==> src/rtl/mc_ctrl_fsm_if.sv <==
// Control bundle between the multicycle control FSM and the datapath.
// master: the control FSM side; slave: the datapath / memory side.
interface mc_ctrl_fsm_if;
    logic [5:0] op_i6;
    logic       zero_i;
    logic       mem_ready_i;
    logic       pc_we_o;
    logic       instr_or_data_o;
    logic       instr_we_o;
    logic       mem_we_o;
    logic       enable_wrf_o;
    logic       reg_dst_o;
    logic       mem_to_reg_o;
    logic       a_alu_input_o;
    logic [1:0] b_alu_input_o2;
    logic [1:0] alu_alt_ctrl_o2;
    logic [1:0] pc_src_o2;
    logic       illegal_op_o;
    logic [3:0] state_o4;

    modport master (
        input  op_i6, zero_i, mem_ready_i,
        output pc_we_o, instr_or_data_o, instr_we_o, mem_we_o, enable_wrf_o,
               reg_dst_o, mem_to_reg_o, a_alu_input_o, b_alu_input_o2,
               alu_alt_ctrl_o2, pc_src_o2, illegal_op_o, state_o4
    );

    modport slave (
        output op_i6, zero_i, mem_ready_i,
        input  pc_we_o, instr_or_data_o, instr_we_o, mem_we_o, enable_wrf_o,
               reg_dst_o, mem_to_reg_o, a_alu_input_o, b_alu_input_o2,
               alu_alt_ctrl_o2, pc_src_o2, illegal_op_o, state_o4
    );
endinterface

==> src/rtl/mc_ctrl_fsm.sv <==
// Main control FSM of the multicycle MIPS core: sequences fetch, decode,
// execute, memory and writeback, and drives all datapath enables and selects.
module mc_ctrl_fsm #(
    parameter bit USE_MEM_READY = 1'b1
) (
    input logic           clk_i,
    input logic           reset_i,
    mc_ctrl_fsm_if.master bus
);

    typedef enum logic [3:0] {
        StFetch   = 4'd0,
        StDecode  = 4'd1,
        StMemAdr  = 4'd2,
        StMemRd   = 4'd3,
        StMemWb   = 4'd4,
        StMemWr   = 4'd5,
        StExecute = 4'd6,
        StAluWb   = 4'd7,
        StBranch  = 4'd8,
        StAddiEx  = 4'd9,
        StAddiWb  = 4'd10,
        StJump    = 4'd11
    } state_e;

    localparam logic [5:0] OpRtype = 6'b000000;
    localparam logic [5:0] OpLw    = 6'b100011;
    localparam logic [5:0] OpSw    = 6'b101011;
    localparam logic [5:0] OpBeq   = 6'b000100;
    localparam logic [5:0] OpAddi  = 6'b001000;
    localparam logic [5:0] OpJ     = 6'b000010;

    state_e     state_q, state_d;
    logic       ready;
    logic       pc_we, instr_we, mem_we, enable_wrf;
    logic       instr_or_data, reg_dst, mem_to_reg, a_alu, illegal_op;
    logic [1:0] b_alu, alu_op, pc_src;

    assign ready = USE_MEM_READY ? bus.mem_ready_i : 1'b1;

    // State register; reset returns to FETCH without waiting for a clock edge.
    always_ff @(posedge clk_i or posedge reset_i) begin
        if (reset_i) begin
            state_q <= StFetch;
        end else begin
            state_q <= state_d;
        end
    end

    // Next-state and Moore output decode (pc_we and FETCH enables also see inputs).
    always_comb begin
        state_d       = StFetch;
        pc_we         = 1'b0;
        instr_we      = 1'b0;
        mem_we        = 1'b0;
        enable_wrf    = 1'b0;
        instr_or_data = 1'b0;
        reg_dst       = 1'b0;
        mem_to_reg    = 1'b0;
        a_alu         = 1'b0;
        b_alu         = 2'b00;
        alu_op        = 2'b00;
        pc_src        = 2'b00;
        illegal_op    = 1'b0;
        case (state_q)
            StFetch: begin
                b_alu    = 2'b01;
                instr_we = ready;
                pc_we    = ready;
                state_d  = ready ? StDecode : StFetch;
            end
            StDecode: begin
                // Precompute the branch target into ALUOut.
                b_alu = 2'b11;
                case (bus.op_i6)
                    OpLw, OpSw: state_d = StMemAdr;
                    OpRtype:    state_d = StExecute;
                    OpBeq:      state_d = StBranch;
                    OpAddi:     state_d = StAddiEx;
                    OpJ:        state_d = StJump;
                    default: begin
                        state_d    = StFetch;
                        illegal_op = 1'b1;
                    end
                endcase
            end
            StMemAdr: begin
                a_alu   = 1'b1;
                b_alu   = 2'b10;
                // MEMADR is only entered for lw/sw, so anything but lw is a store.
                state_d = (bus.op_i6 == OpLw) ? StMemRd : StMemWr;
            end
            StMemRd: begin
                instr_or_data = 1'b1;
                state_d       = ready ? StMemWb : StMemRd;
            end
            StMemWb: begin
                mem_to_reg = 1'b1;
                enable_wrf = 1'b1;
                state_d    = StFetch;
            end
            StMemWr: begin
                instr_or_data = 1'b1;
                mem_we        = 1'b1;
                state_d       = ready ? StFetch : StMemWr;
            end
            StExecute: begin
                a_alu   = 1'b1;
                alu_op  = 2'b10;
                state_d = StAluWb;
            end
            StAluWb: begin
                reg_dst    = 1'b1;
                enable_wrf = 1'b1;
                state_d    = StFetch;
            end
            StBranch: begin
                a_alu   = 1'b1;
                alu_op  = 2'b01;
                pc_src  = 2'b01;
                pc_we   = bus.zero_i;
                state_d = StFetch;
            end
            StAddiEx: begin
                a_alu   = 1'b1;
                b_alu   = 2'b10;
                state_d = StAddiWb;
            end
            StAddiWb: begin
                enable_wrf = 1'b1;
                state_d    = StFetch;
            end
            StJump: begin
                pc_src  = 2'b10;
                pc_we   = 1'b1;
                state_d = StFetch;
            end
            default: state_d = StFetch;
        endcase
    end

    // Write strobes are blocked while reset is held so an abandoned
    // instruction can never commit anything.
    assign bus.pc_we_o         = pc_we & ~reset_i;
    assign bus.instr_we_o      = instr_we & ~reset_i;
    assign bus.mem_we_o        = mem_we & ~reset_i;
    assign bus.enable_wrf_o    = enable_wrf & ~reset_i;
    assign bus.instr_or_data_o = instr_or_data;
    assign bus.reg_dst_o       = reg_dst;
    assign bus.mem_to_reg_o    = mem_to_reg;
    assign bus.a_alu_input_o   = a_alu;
    assign bus.b_alu_input_o2  = b_alu;
    assign bus.alu_alt_ctrl_o2 = alu_op;
    assign bus.pc_src_o2       = pc_src;
    assign bus.illegal_op_o    = illegal_op;
    assign bus.state_o4        = state_q;

endmodule
==> src/flat_wrapper.sv <==
// flat-port wrapper written by rule: the top's interface ports become plain ports
module mc_ctrl_fsm_flat 
#(
    parameter bit USE_MEM_READY = 1'b1
)
  (clk_i, reset_i, bus_op_i6, bus_zero_i, bus_mem_ready_i, bus_pc_we_o, bus_instr_or_data_o, bus_instr_we_o, bus_mem_we_o, bus_enable_wrf_o, bus_reg_dst_o, bus_mem_to_reg_o, bus_a_alu_input_o, bus_b_alu_input_o2, bus_alu_alt_ctrl_o2, bus_pc_src_o2, bus_illegal_op_o, bus_state_o4);
  mc_ctrl_fsm_if bus_i ();
  input logic clk_i;
  input logic reset_i;
  input wire logic [$bits(bus_i.op_i6)-1:0] bus_op_i6;
  input wire logic [$bits(bus_i.zero_i)-1:0] bus_zero_i;
  input wire logic [$bits(bus_i.mem_ready_i)-1:0] bus_mem_ready_i;
  output wire logic [$bits(bus_i.pc_we_o)-1:0] bus_pc_we_o;
  output wire logic [$bits(bus_i.instr_or_data_o)-1:0] bus_instr_or_data_o;
  output wire logic [$bits(bus_i.instr_we_o)-1:0] bus_instr_we_o;
  output wire logic [$bits(bus_i.mem_we_o)-1:0] bus_mem_we_o;
  output wire logic [$bits(bus_i.enable_wrf_o)-1:0] bus_enable_wrf_o;
  output wire logic [$bits(bus_i.reg_dst_o)-1:0] bus_reg_dst_o;
  output wire logic [$bits(bus_i.mem_to_reg_o)-1:0] bus_mem_to_reg_o;
  output wire logic [$bits(bus_i.a_alu_input_o)-1:0] bus_a_alu_input_o;
  output wire logic [$bits(bus_i.b_alu_input_o2)-1:0] bus_b_alu_input_o2;
  output wire logic [$bits(bus_i.alu_alt_ctrl_o2)-1:0] bus_alu_alt_ctrl_o2;
  output wire logic [$bits(bus_i.pc_src_o2)-1:0] bus_pc_src_o2;
  output wire logic [$bits(bus_i.illegal_op_o)-1:0] bus_illegal_op_o;
  output wire logic [$bits(bus_i.state_o4)-1:0] bus_state_o4;
  assign bus_i.op_i6 = bus_op_i6;
  assign bus_i.zero_i = bus_zero_i;
  assign bus_i.mem_ready_i = bus_mem_ready_i;
  assign bus_pc_we_o = bus_i.pc_we_o;
  assign bus_instr_or_data_o = bus_i.instr_or_data_o;
  assign bus_instr_we_o = bus_i.instr_we_o;
  assign bus_mem_we_o = bus_i.mem_we_o;
  assign bus_enable_wrf_o = bus_i.enable_wrf_o;
  assign bus_reg_dst_o = bus_i.reg_dst_o;
  assign bus_mem_to_reg_o = bus_i.mem_to_reg_o;
  assign bus_a_alu_input_o = bus_i.a_alu_input_o;
  assign bus_b_alu_input_o2 = bus_i.b_alu_input_o2;
  assign bus_alu_alt_ctrl_o2 = bus_i.alu_alt_ctrl_o2;
  assign bus_pc_src_o2 = bus_i.pc_src_o2;
  assign bus_illegal_op_o = bus_i.illegal_op_o;
  assign bus_state_o4 = bus_i.state_o4;
  mc_ctrl_fsm #(.USE_MEM_READY(USE_MEM_READY)) u_core (.clk_i(clk_i), .reset_i(reset_i), .bus(bus_i));
endmodule
==> config.mk <==
export PLATFORM = sky130hd
export DESIGN_NAME = mc_ctrl_fsm_flat
export DESIGN_NICKNAME = d
export VERILOG_FILES = /design/src/rtl/mc_ctrl_fsm_if.sv /design/src/rtl/mc_ctrl_fsm.sv /design/src/flat_wrapper.sv
export SDC_FILE = /design/constraint.sdc
export NUM_CORES = 1
export LEC_CHECK = 0
export CORE_MARGIN = 4
export CORE_UTILIZATION = 34
export CTS_CLUSTER_SIZE = 24
export DETAILED_ROUTE_END_ITERATION = 10
export PLACE_DENSITY = 0.74
export SLEW_MARGIN = 40
export SYNTH_ARGS = -nofsm -noshare
export SYNTH_HDL_FRONTEND = slang
export SYNTH_SLANG_ARGS = --single-unit
==> constraint.sdc <==
create_clock -name clk_i -period 1.2 [get_ports clk_i]
set_input_delay 0.12 -clock clk_i [delete_from_list [all_inputs] [get_ports clk_i]]
set_output_delay 0.12 -clock clk_i [all_outputs]
set_load 0.02 [all_outputs]
==> results of run 1 <==
[timing repair]
action	4_1_cts
buffers inserted	12
pin swaps	6
setup endpoints to repair	23
gates resized for setup	136
[metrics by stage]
step | instances | cell area [um2] | TNS, ns | hold slack, ns
2_1_floorplan | 74 | 669 | -1.40 | -0.105
3_3_place_gp | 143 | 1140 | -8.90 | 0.552
3_5_place_dp | 143 | 1140 | -9.41 | 0.559
4_1_cts | 158 | 1390 | -4.53 | 0.317
[kinds of logic after synthesis]
| group | Yosys count |
|---|---|
| xor+xnor | 3 |
| buf+inv | 9 |
| simple gates | 39 |
| flops | 4 |
| compound gates | 18 |
| mux | 1 |
==> out/results.tsv, run 1 <==
stage	metric	value	unit
synth	Synth area leader	dfrtp_1	
synth	number of flops mapped to enable cells by yosys	0	
synth	syn_nets	84	
synth	largest family of logic cells by synthesized area	simple AND/OR/NAND/NOR gates	
place	dpl ws	-0.730	ns
synth	ys flop type	dfrtp_1	
clock_tree	CTS H-tree lvls	1	
synth	YS warnings	0	
floorplan	Initial Utilization	36.0	%
clock_tree	count of hold-fix buffers inserted at cts	0	
synth	proportion of synthesized area in mux cells	2.10	%
place	RePlAce Congestion	0.835	
synth	Cells after Synth	74	
synth	top post-synthesis cells by area	dfrtp_1 (19%), nor3_1 (7.5%), nand2b_1 (4.7%)	
synth	Synth Area in Compound Gates	22.7	%
run_status	Err	[ERROR DPL-0038] Utilization greater than 100%, impossible to legalize	
floorplan	Die Wd	47.7	um
clock_tree	CTS Buffer Depth	2	
synth	Synth top area share	18.7	%
synth	count leader, synth	nor3_1	
clock_tree	Num CTS Buffers	3	
synth	ys async rst share	100	%
floorplan	Rows	14	
synth	synth cell count leaders	nor3_1 (8), nor2_1 (6), o21ai_0 (5), dfrtp_1 (4), nand2b_1 (4)	
synth	Post-Synth XOR/XNOR Area	4.91	%
place	PortBufs	28	
floorplan	I/O pin cnt	29	
sta	worst_ep kind	register input	
synth	Synth Area in Simple Gates	44.6	%
run_status	stopping stage	global routing (5_1_grt)	
place	HPWL Detailed	1750	um
synth	synthesized area per cell	7.24	um2
synth	Seq/Total Area, Yosys	18.7	%
sta	worst setup endpoint GRT	u_core.bus.state_o4[2]$_DFF_PP0_/D	
synth	Synth cell types	32	
global_route	largest net degree at the start of global routing	11	
run_status	status	aborted with a tool error	
clock_tree	TritonCTS sink count	4	
clock_tree	clk root buf	clkbuf_4	
floorplan	Die Ht	47.7	um
synth	adder-cell share of the synthesized area	0	%
synth	Seq cells post-synth	4	
synth	Post-Syn Area	536	um2
==> run 2, diff against run 1 <==
Settings changed: CORE_AREA set to 4 4 65 67, CORE_MARGIN 4 to not set, CORE_UTILIZATION 34 to not set, CTS_CLUSTER_SIZE 24 to not set, DIE_AREA set to 0 0 69 71, PLACE_DENSITY 0.74 to not set, PLACE_DENSITY_LB_ADDON set to 0.15.
Clock period 1.2 ns to 1.6 ns, I/O delays scaled along.
==> out/results.tsv, run 2 <==
stage	metric	value	unit	change
place	dpl cell area	1100	um2	-4.2%
route	remaining antenna violation count	0		
power_and_ir_drop	Clock Power Share	25.4	%	
clock_tree	clk_lat worst skew	0.21	ns	
synth	YS warnings	0		unchanged
power_and_ir_drop	PD cells	685	nW/um2	
synth	ys flop type	dfrtp_1		
synth	proportion of synthesized area in mux cells	2.10	%	unchanged
finish	commonest non-fill, non-tap cells in the layout	buf_4 (35), clkdlybuf4s50_1 (8), buf_2 (7)		
sta	Final Hold Fails	0		
global_route	antenna violations before repair	0		
setup_path	Worst Setup EP	bus_illegal_op_o		
finish	most common cell after layout, fill and taps aside	buf_4		
power_and_ir_drop	IR drop worst, VDD	0.000230	V	
clock_tree	clock-pin slew on the worst setup and hold paths	0.03	ns	
route	drt pass-1 iters	4		
synth	synth cell count leaders	nor3_1 (8), nor2_1 (6), o21ai_0 (5), dfrtp_1 (4), nand2b_1 (4)		
global_route	vias in the first global route	809		
clock_tree	CTS H-tree lvls	1		unchanged
synth	Seq cells post-synth	4		unchanged
sta	RSZ-0062 raised after global routing	yes		
synth	Synth cell types	32		unchanged
finish	fraction of layout cells with a size suffix above 1	51.9	%	
synth	ys async rst share	100	%	unchanged
synth	Synth Area in Compound Gates	22.7	%	unchanged
floorplan	Rows	22		+8
place	RePlAce Congestion	0.735		-12%
synth	adder-cell share of the synthesized area	0	%	unchanged
route	Avg WL per Cell	11.6	um	
power_and_ir_drop	Comb pwr share	58.3	%	
floorplan	Initial Utilization	14.7	%	-21 points
finish	final instance area	1180	um2	
route	WL final	2120	um	
finish	# diodes	0		
hold_path	Hold Path Class	input port to asynchronous set/reset pin		
setup_path	CP startpoint	u_core.bus.state_o4[3]		
global_route	largest net degree at the start of global routing	11		
power_and_ir_drop	Lkg Pwr	0.000548	uW	
finish	Nets	147		
sta	achievable frequency	614	MHz	
global_route	first-pass GRT wire length	3450	um	
synth	count leader, synth	nor3_1		
setup_path	Worst R2R Setup Slack	0.06	ns	
floorplan	Die Wd	69	um	+45%
sta	Final WS setup	-0.0274	ns	
sta	Final min period	1.63	ns	
place	Placed Cells	175		+22%
sta	measured slew at the worst slew-check pin	0.343	ns	
place	HPWL Detailed	1700	um	-3.2%
synth	largest family of logic cells by synthesized area	simple AND/OR/NAND/NOR gates		
synth	synthesized area per cell	7.24	um2	unchanged
finish	max reg flops	4		
global_route	total grt overflow	0		
floorplan	total core area	3630	um2	
synth	number of flops mapped to enable cells by yosys	0		unchanged
sta	final setup fails	1		
synth	Seq/Total Area, Yosys	18.7	%	unchanged
clock_tree	Num CTS Buffers	3		unchanged
route	via count	787		
setup_path	Startpoint Class	register		
route	residual DRC count	0		
synth	Post-Synth XOR/XNOR Area	4.91	%	unchanged
clock_tree	clk root buf	clkbuf_8		
floorplan	I/O pin cnt	29		unchanged
place	PortBufs	28		unchanged
global_route	Total GRT Usage	8.46	%	
sta	Max transition margin	76.9	%	
setup_path	Worst Reg-to-Reg Cells	5		
clock_tree	CTS Buffer Depth	2		unchanged
synth	Post-Syn Area	536	um2	unchanged
synth	syn_nets	84		unchanged
setup_path	Worst R2R Start	u_core.bus.state_o4[1]		
finish	Area Overhead vs Synth	121	%	
power_and_ir_drop	Internal Pwr Total	522	uW	
place	dpl ws	-0.365	ns	+0.365 ns
power_and_ir_drop	register share of total power	16.3	%	
power_and_ir_drop	Sw Share	35.6	%	
clock_tree	CTS tree	done		
route	DR iter-0 viols	25		
setup_path	Critical Path RT	1.44	ns	
sta	max-slew violation count	0		
clock_tree	TritonCTS sink count	4		unchanged
route	vias per cell	4.30		
synth	Synth top area share	18.7	%	unchanged
floorplan	Die Ht	71	um	+49%
finish	final core occ	32.6	%	
setup_path	crit path max fanout	5		
finish	post-route insts no fill	183		
power_and_ir_drop	Sw Pwr	288	uW	
run_status	status	finished with violations		
synth	top post-synthesis cells by area	dfrtp_1 (19%), nor3_1 (7.5%), nand2b_1 (4.7%)		
synth	Synth area leader	dfrtp_1		
run_status	failing checks	negative setup slack		
synth	Cells after Synth	74		unchanged
setup_path	Crit. End Element	output port		
setup_path	reg-to-reg endpoint	u_core.bus.state_o4[0]		
setup_path	crit path DAT	1.47	ns	
synth	Synth Area in Simple Gates	44.6	%	unchanged
sta	Final Skew	0.00346	ns	
floorplan	die area	4900	um2	
sta	Final Cycle Share	102	%	
setup_path	Setup CP Type	register to output port		
job	maxcap violations	0		
run 2: cell counts after synthesis:
No cell type changed its count.
run 2: cell families (layout without fill, tap and decap cells):
family | count (synthesis) | after routing
AOI/OAI and AO/OA | 18 | 18
muxes | 1 | 1
xor gates and xnor gates | 3 | 3
DFF | 4 | 4
and+or+nand+nor | 39 | 39
buffers and inverters | 9 | 70
run 2: critical path, cell delays in order (launching register included):
cell and delay [ns]:
dfrtp_2 0.43, buf_6 0.14, nor4b_4 0.25, buf_4 0.15
and3_4 0.17, buf_6 0.11
run 2: repair_timing:
| action | CTS | global route |
|---|---|---|
| hold buffers | 0 | 0 |
| setup endpoints to repair | 19 | 11 |
| pin swaps | 2 | 1 |
| resized for setup | 71 | 12 |
| setup buffers | 4 | 1 |
run 2: metrics by stage:
stage / hold slack, ns / power (uW) / TNS (ns)
after CTS: 0.363 / 809 / -0.0674
after floorplan: -0.0685 / 324 / -0.0167
after global routing: 0.388 / 873 / -0.165
after detailed placement: 0.582 / 579 / -2.69
final: 0.360 / 811 / -0.0274
after global placement: 0.594 / 579 / -2.59
run 2: worst min path at each step:
stage	depth (start not counted)	end	slack, ns	from
floorplan	1	u_core.bus.state_o4[0]	-0.07	reset_i
global placement	3	u_core.bus.state_o4[0]	0.59	reset_i
detailed placement	3	u_core.bus.state_o4[0]	0.58	reset_i
CTS	3	u_core.bus.state_o4[0]	0.36	reset_i
global route	3	u_core.bus.state_o4[0]	0.39	reset_i
finish	3	u_core.bus.state_o4[3]	0.36	reset_i
run 2: routing by layer:
metal  track usage [%]  share of wire [%]  up-vias
met3              2.56                6.3        2
met2              16.4                 51       28
li1                  -                  -      401
met1              8.35                 43      356
met4              3.25               0.33        0
met5                 0                  0        -
run 2: power groups by stage:
stage	Combinational (uW)	Sequential (uW)	Clock [uW]
6_report	472	132	206
5_1_grt	512	135	226
4_1_cts	461	135	214
3_5_place_dp	446	133	0
3_3_place_gp	446	134	0
2_1_floorplan	182	142	0
run 2: final cells by class:
cell class	count	area (um2)
clock buffer	3	41.3
fill	401	2450
inverter	3	11.3
multi-input combinational	61	467
sequential	4	103
tap	48	60.1
timing repair buffer	64	502
No activity file was read; power rests on OpenSTA's default activity.
